<file path="src/rtl/mem_ctrl_pkg.sv">
// Shared definitions for the MEM-stage memory sequencer: FSM state encoding
// and the default access timeout.
package mem_ctrl_pkg;

  typedef enum logic [1:0] {
    IDLE   = 2'd0,
    REQ    = 2'd1,
    WAIT_R = 2'd2,
    RESP   = 2'd3
  } mem_state_e;

  localparam int unsigned DEFAULT_TIMEOUT = 255;

endpackage

</file>
<file path="src/rtl/mem_timeout_cnt.sv">
// Cycle counter bounding how long an access may sit in REQ+WAIT_R.
// Saturates at the last count so expiry stays asserted until cleared.
module mem_timeout_cnt #(
  parameter int unsigned CNT_W   = 8,
  parameter int unsigned TIMEOUT = 255
) (
  input  logic clk,
  input  logic rst,
  input  logic clear,
  input  logic enable,
  output logic expired
);

  localparam logic [CNT_W-1:0] LAST_CNT = CNT_W'(TIMEOUT - 1);

  logic [CNT_W-1:0] cnt_q;
  logic [CNT_W-1:0] cnt_d;

  always_comb begin
    cnt_d = cnt_q;
    if (clear) begin
      cnt_d = '0;
    end else if (enable && (cnt_q != LAST_CNT)) begin
      cnt_d = cnt_q + 1'b1;
    end
  end

  always_ff @(posedge clk) begin
    if (rst) begin
      cnt_q <= '0;
    end else begin
      cnt_q <= cnt_d;
    end
  end

  assign expired = (cnt_q == LAST_CNT);

endmodule

</file>
<file path="src/rtl/mem_stage_ctrl.sv">
// MEM-stage sequencer: issues each load/store once over req/gnt/rvalid,
// stalls upstream stages while the access is outstanding, and gates write-back.
module mem_stage_ctrl
  import mem_ctrl_pkg::*;
#(
  parameter int unsigned TIMEOUT = DEFAULT_TIMEOUT,
  parameter int unsigned CNT_W   = 8
) (
  input  logic        clk,
  input  logic        rst,
  input  logic        ex_memread,
  input  logic        ex_memwrite,
  input  logic [31:0] ex_aluresult,
  input  logic [31:0] ex_wdata,
  input  logic [4:0]  ex_rd,
  input  logic        ex_regwrite,
  input  logic        ex_memtoreg,
  output logic        mem_req,
  output logic        mem_we,
  output logic [31:0] mem_addr,
  output logic [31:0] mem_wdata,
  input  logic        mem_gnt,
  input  logic        mem_rvalid,
  input  logic [31:0] mem_rdata,
  output logic [31:0] wb_aluresult,
  output logic [31:0] wb_memreadresult,
  output logic [4:0]  wb_rd,
  output logic        wb_regwrite,
  output logic        wb_memtoreg,
  output logic        stall,
  output logic        err
);

  mem_state_e  state_q, state_d;
  logic [31:0] rdata_q, rdata_d;
  logic        err_q, err_d;
  logic        abort_q, abort_d;

  logic mem_req_c;
  logic stall_c;
  logic wb_regwrite_c;
  logic expired;

  logic mem_op;
  logic illegal_op;
  mem_state_e granted_state;

  assign mem_op        = ex_memread | ex_memwrite;
  assign illegal_op    = ex_memread & ex_memwrite;
  // An illegal read+write combination is carried out as a read.
  assign granted_state = ex_memread ? WAIT_R : RESP;

  mem_timeout_cnt #(
    .CNT_W  (CNT_W),
    .TIMEOUT(TIMEOUT)
  ) u_tmo (
    .clk    (clk),
    .rst    (rst),
    .clear  ((state_q == IDLE) || (state_q == RESP)),
    .enable ((state_q == REQ) || (state_q == WAIT_R)),
    .expired(expired)
  );

  always_comb begin
    state_d       = state_q;
    rdata_d       = rdata_q;
    err_d         = 1'b0;
    abort_d       = abort_q;
    mem_req_c     = 1'b0;
    stall_c       = 1'b0;
    wb_regwrite_c = 1'b0;
    case (state_q)
      IDLE: begin
        if (mem_op) begin
          mem_req_c = 1'b1;
          stall_c   = 1'b1;
          err_d     = illegal_op;
          state_d   = mem_gnt ? granted_state : REQ;
        end else begin
          wb_regwrite_c = ex_regwrite;
        end
      end
      REQ: begin
        mem_req_c = 1'b1;
        stall_c   = 1'b1;
        if (mem_gnt) begin
          state_d = granted_state;
        end else if (expired) begin
          state_d = RESP;
          abort_d = 1'b1;
          err_d   = 1'b1;
        end
      end
      WAIT_R: begin
        stall_c = 1'b1;
        if (mem_rvalid) begin
          rdata_d = mem_rdata;
          state_d = RESP;
        end else if (expired) begin
          state_d = RESP;
          abort_d = 1'b1;
          err_d   = 1'b1;
        end
      end
      RESP: begin
        // The op still held in EX/MEM here was already issued; just retire it.
        wb_regwrite_c = ex_regwrite & ~abort_q;
        state_d       = IDLE;
        abort_d       = 1'b0;
      end
      default: begin
        state_d = IDLE;
      end
    endcase
  end

  always_ff @(posedge clk) begin
    if (rst) begin
      state_q <= IDLE;
      rdata_q <= '0;
      err_q   <= 1'b0;
      abort_q <= 1'b0;
    end else begin
      state_q <= state_d;
      rdata_q <= rdata_d;
      err_q   <= err_d;
      abort_q <= abort_d;
    end
  end

  assign mem_req          = mem_req_c & ~rst;
  assign mem_we           = mem_req & ex_memwrite & ~ex_memread;
  assign mem_addr         = ex_aluresult;
  assign mem_wdata        = ex_wdata;
  assign stall            = stall_c & ~rst;
  assign wb_regwrite      = wb_regwrite_c & ~rst;
  assign wb_aluresult     = ex_aluresult;
  assign wb_memreadresult = rdata_q;
  assign wb_rd            = ex_rd;
  assign wb_memtoreg      = ex_memtoreg;
  assign err              = err_q;

endmodule

</file>
<file path="config.mk">
export PLATFORM = sky130hd
export DESIGN_NAME = mem_stage_ctrl
export DESIGN_NICKNAME = d
export VERILOG_FILES = /design/src/rtl/mem_ctrl_pkg.sv /design/src/rtl/mem_timeout_cnt.sv /design/src/rtl/mem_stage_ctrl.sv
export SDC_FILE = /design/constraint.sdc
export NUM_CORES = 1
export LEC_CHECK = 0
export ABC_AREA = 1
export BUFFER_PORTS_ARGS = -buffer_cell sky130_fd_sc_hd__buf_4
export CAP_MARGIN = 25
export CORE_AREA = 3 3 95 97
export DETAILED_ROUTE_END_ITERATION = 8
export DIE_AREA = 0 0 98 100
export GPL_ROUTABILITY_DRIVEN = 0
export PLACE_DENSITY = 0.75
export SKIP_CTS_REPAIR_TIMING = 1
export SYNTH_ARGS = -nofsm -noshare
export SYNTH_HDL_FRONTEND = slang
export SYNTH_HIERARCHICAL = 1
export SYNTH_SLANG_ARGS = --single-unit
</file>
<file path="constraint.sdc">
create_clock -name clk -period 2 [get_ports clk]
set_clock_uncertainty 0.2 [all_clocks]
set_input_delay 0.2 -clock clk [delete_from_list [all_inputs] [get_ports clk]]
set_output_delay 0.2 -clock clk [all_outputs]
set_load 0.01 [all_outputs]
</file>
==> flow_metrics.env <==
export IMPL_die_area_sq_um=9800
export IMPL_die_w_um=98
export IMPL_synth_ff_type="dfxtp_1"
export IMPL_worstSetupPathType="register to output pin"
export IMPL_status="complete, but fails checks"
export IMPL_final_antenna_net_count=0
export IMPL_crit_path_top_delay_cell="dfxtp_4"
export IMPL_met1_usage_pct=10.39
export IMPL_vias_per_cell=4.418
export IMPL_synth_warnings=6
export IMPL_swShare_pct=30.27
export IMPL_met3_usage_pct=4.587
export IMPL_totalWireLength_um=5783
export IMPL_crit_path_max_incr_delay_ns=0.38
export IMPL_worst_hold_startpoint="mem_rdata[16]"
export IMPL_slew_viol_final=0
export IMPL_n_antenna_cell=0
export IMPL_grt_pass1_vias=1867
export IMPL_portBuffers=75
export IMPL_vias=2147
export IMPL_pwr_share_comb_pct=26.2
export IMPL_seq_area_frac_synth_pct=32.09
export IMPL_post_place_ws_ns=0.1988
export IMPL_fmax_mhz=520.1
export IMPL_grt_max_degree=34
export IMPL_clkLatencyLatePin_ns=0.29
export IMPL_critPathLaunch="state_q[1]"
export IMPL_htree_num_levels=2
export IMPL_tritoncts="yes"
export IMPL_globalRouteOverflowTotal=0
export IMPL_syn_area_sq_um=2745
export IMPL_synth_top_area_share_pct=32.09
export IMPL_timing_final_hold_violations=1
export IMPL_tightest_slew_ns=0.3330
export IMPL_required_ns=1.60
export IMPL_post_synth_cell_area_avg_sq_um=7.360
export IMPL_coreArea_sq_um=8217
export IMPL_layout_worst_path_cycle_share_pct=96.14
export IMPL_die_h_um=100
export IMPL_dr_pass1_iters=6
export IMPL_whs_ns=-0.004741
export IMPL_start_util_pct=33.41
export IMPL_root_buffer="clkbuf_8"
export IMPL_peakVddDrop_uv=261.2
export IMPL_ys_async_sr_fraction_pct=0
export IMPL_postSynthCellCount=373
export IMPL_synth_top_cells_by_area="dfxtp_1, buf_4, nor2_1, o21ai_0, nand2_1"
export IMPL_p_switching_mw=0.6306
export IMPL_crit_arrival_ns=1.52
export IMPL_syn_num_nets=490
export IMPL_rows=33
export IMPL_p_total_mw=2.083
export IMPL_drc_errors=0
export IMPL_dp_cells=446
export IMPL_tns_ns=0
export IMPL_grt_pass1_wl_um=8211
export IMPL_yosys_area_top_type="dfxtp_1"
export IMPL_setup_violations=0
export IMPL_start_kind="register"
export IMPL_busiest_layer="met2"
export IMPL_ys_seq_elements=44
export IMPL_yosysUniqueCellTypes=27
export IMPL_drive_gt1_share_pct=29.40
export IMPL_setup_ws_ns=0.07729
export IMPL_crit_chain="inv_2 -> ha_4 -> inv_2 -> nor2_4 -> o21ai_2 -> inv_2 -> nand2_1 -> nor2_1 -> buf_4"
export IMPL_synth_edff_count=0
export IMPL_intPower_mw=1.453
export IMPL_crit_family="flip-flops"
export IMPL_antenna_found_initial=0
export IMPL_grt_util_all_layers_pct=9.925
export IMPL_synthToLayoutAreaGrowth_pct=12.44
export IMPL_maxSlewHeadroom_pct=77.80
export IMPL_pwr_share_clk_pct=26.8
export IMPL_hp_class="input port to register"
export IMPL_cts_buffers=5
export IMPL_r2r_start="u_tmo/cnt_q[0]"
export IMPL_io_pins=248
export IMPL_worst_setup_path_end_kind="output pin"
export IMPL_met2_usage_pct=16.44
export IMPL_crit_top_cell="inv_2"
export IMPL_final_nets=497
export IMPL_final_cells=486
export IMPL_violations="hold timing"
export IMPL_cp_max_fo=6
export IMPL_power_leakage_nw=1.380
export IMPL_cap_violations=0
export IMPL_hpwl_um=4007
export IMPL_cts_sinks=44
export IMPL_cellPowerDensity_nw_per_um2=675.0
export IMPL_min_period_ns=1.923
export IMPL_drt_iter0_drc=36
export IMPL_clockBufferDepth=2
export IMPL_wire_per_inst_um=11.90
export IMPL_sequentialPowerShare_pct=46.9
export IMPL_path_clk_slew_ns=0.09
export IMPL_crit_buf_inv=4
## sequential cells by signal, indices dropped and copies added, names as in the netlist
signal and count:
wb_memreadresult 32, state_q 2, err 1, abort_q 1, u_tmo/cnt_q 8
## Yosys cell counts, drive strengths merged, types with 2 or more instances
master  instances
clkbuf          2
xnor2           2
nand3           9
o21ai          38
dfxtp          44
inv            22
nor2           87
a21oi           6
or2             2
buf           109
ha              8
nand2          38
nand4           3
## layout by cell type, fill, tap and decap left out, drive strengths merged
master       instances
clkinv               1
inv                 22
xor2                 1
a31oi                1
dfxtp               44
or2                  2
dlygate4sd3         32
o21ai               38
clkinvlp             2
o21a                 1
nor2                87
clkbuf               5
nand2               38
xnor2                2
nand3                9
a21oi                6
nand4                3
ha                   8
buf                 79
## worst min-delay path: stages
cell,delay (ns)
buf_4,0.07
o21ai_0,0.09
nor2_1,0.09
## per-layer routing
| metal | part of all wire (%) | vias to the layer above |
|---|---|---|
| li1 | - | 1068 |
| met1 | 40 | 966 |
| met5 | 0 | - |
| met3 | 8.1 | 34 |
| met2 | 49 | 79 |
| met4 | 3.1 | 0 |
## path summary, 6_finish.rpt
check / end / slack [ns] / cells after the start
max: mem_we / 0.08 / 9
min: wb_memreadresult[16] / -0.005 / 3
max reg2reg: state_q[0] / 0.21 / 11
min reg2reg: abort_q / 0.29 / 2
## area by class of cell
cell class | count | area (sq um)
clock buffer | 5 | 68.82
inverter | 22 | 85.08
multi-input combinational | 196 | 975.9
fill | 812 | 5130
timing repair buffer | 111 | 913.4
sequential | 44 | 888.4
tap | 105 | 131.4
clock inverter | 3 | 23.77
## power groups by stage
stage	combinational [mW]	clock (mW)	sequential, mW
2_1_floorplan	0.472	0	1.01
3_3_place_gp	0.478	0	0.989
3_5_place_dp	0.487	0	0.994
4_1_cts	0.489	0.596	0.973
5_1_grt	0.606	0.630	0.984
6_report	0.547	0.559	0.978
## per-stage QoR
step           cell area, sq um  utilization (%)
2_1_floorplan              2745                -
4_1_cts                    2746            33.42
3_3_place_gp               2654            32.30
3_5_place_dp               2654            32.30
5_1_grt                    3087            37.57
6_report                   3087            37.57
## cells by family after synthesis
| logic type | after synthesis | synth area share (%) |
|---|---|---|
| xor+xnor | 3 | 0.9573 |
| compound gates | 46 | 8.797 |
| fa+ha+maj | 8 | 3.646 |
| simple gates | 139 | 21.70 |
| buf+inv | 133 | 32.82 |
| flops | 44 | 32.09 |
Note: power is estimated with default switching activity, not from simulation.
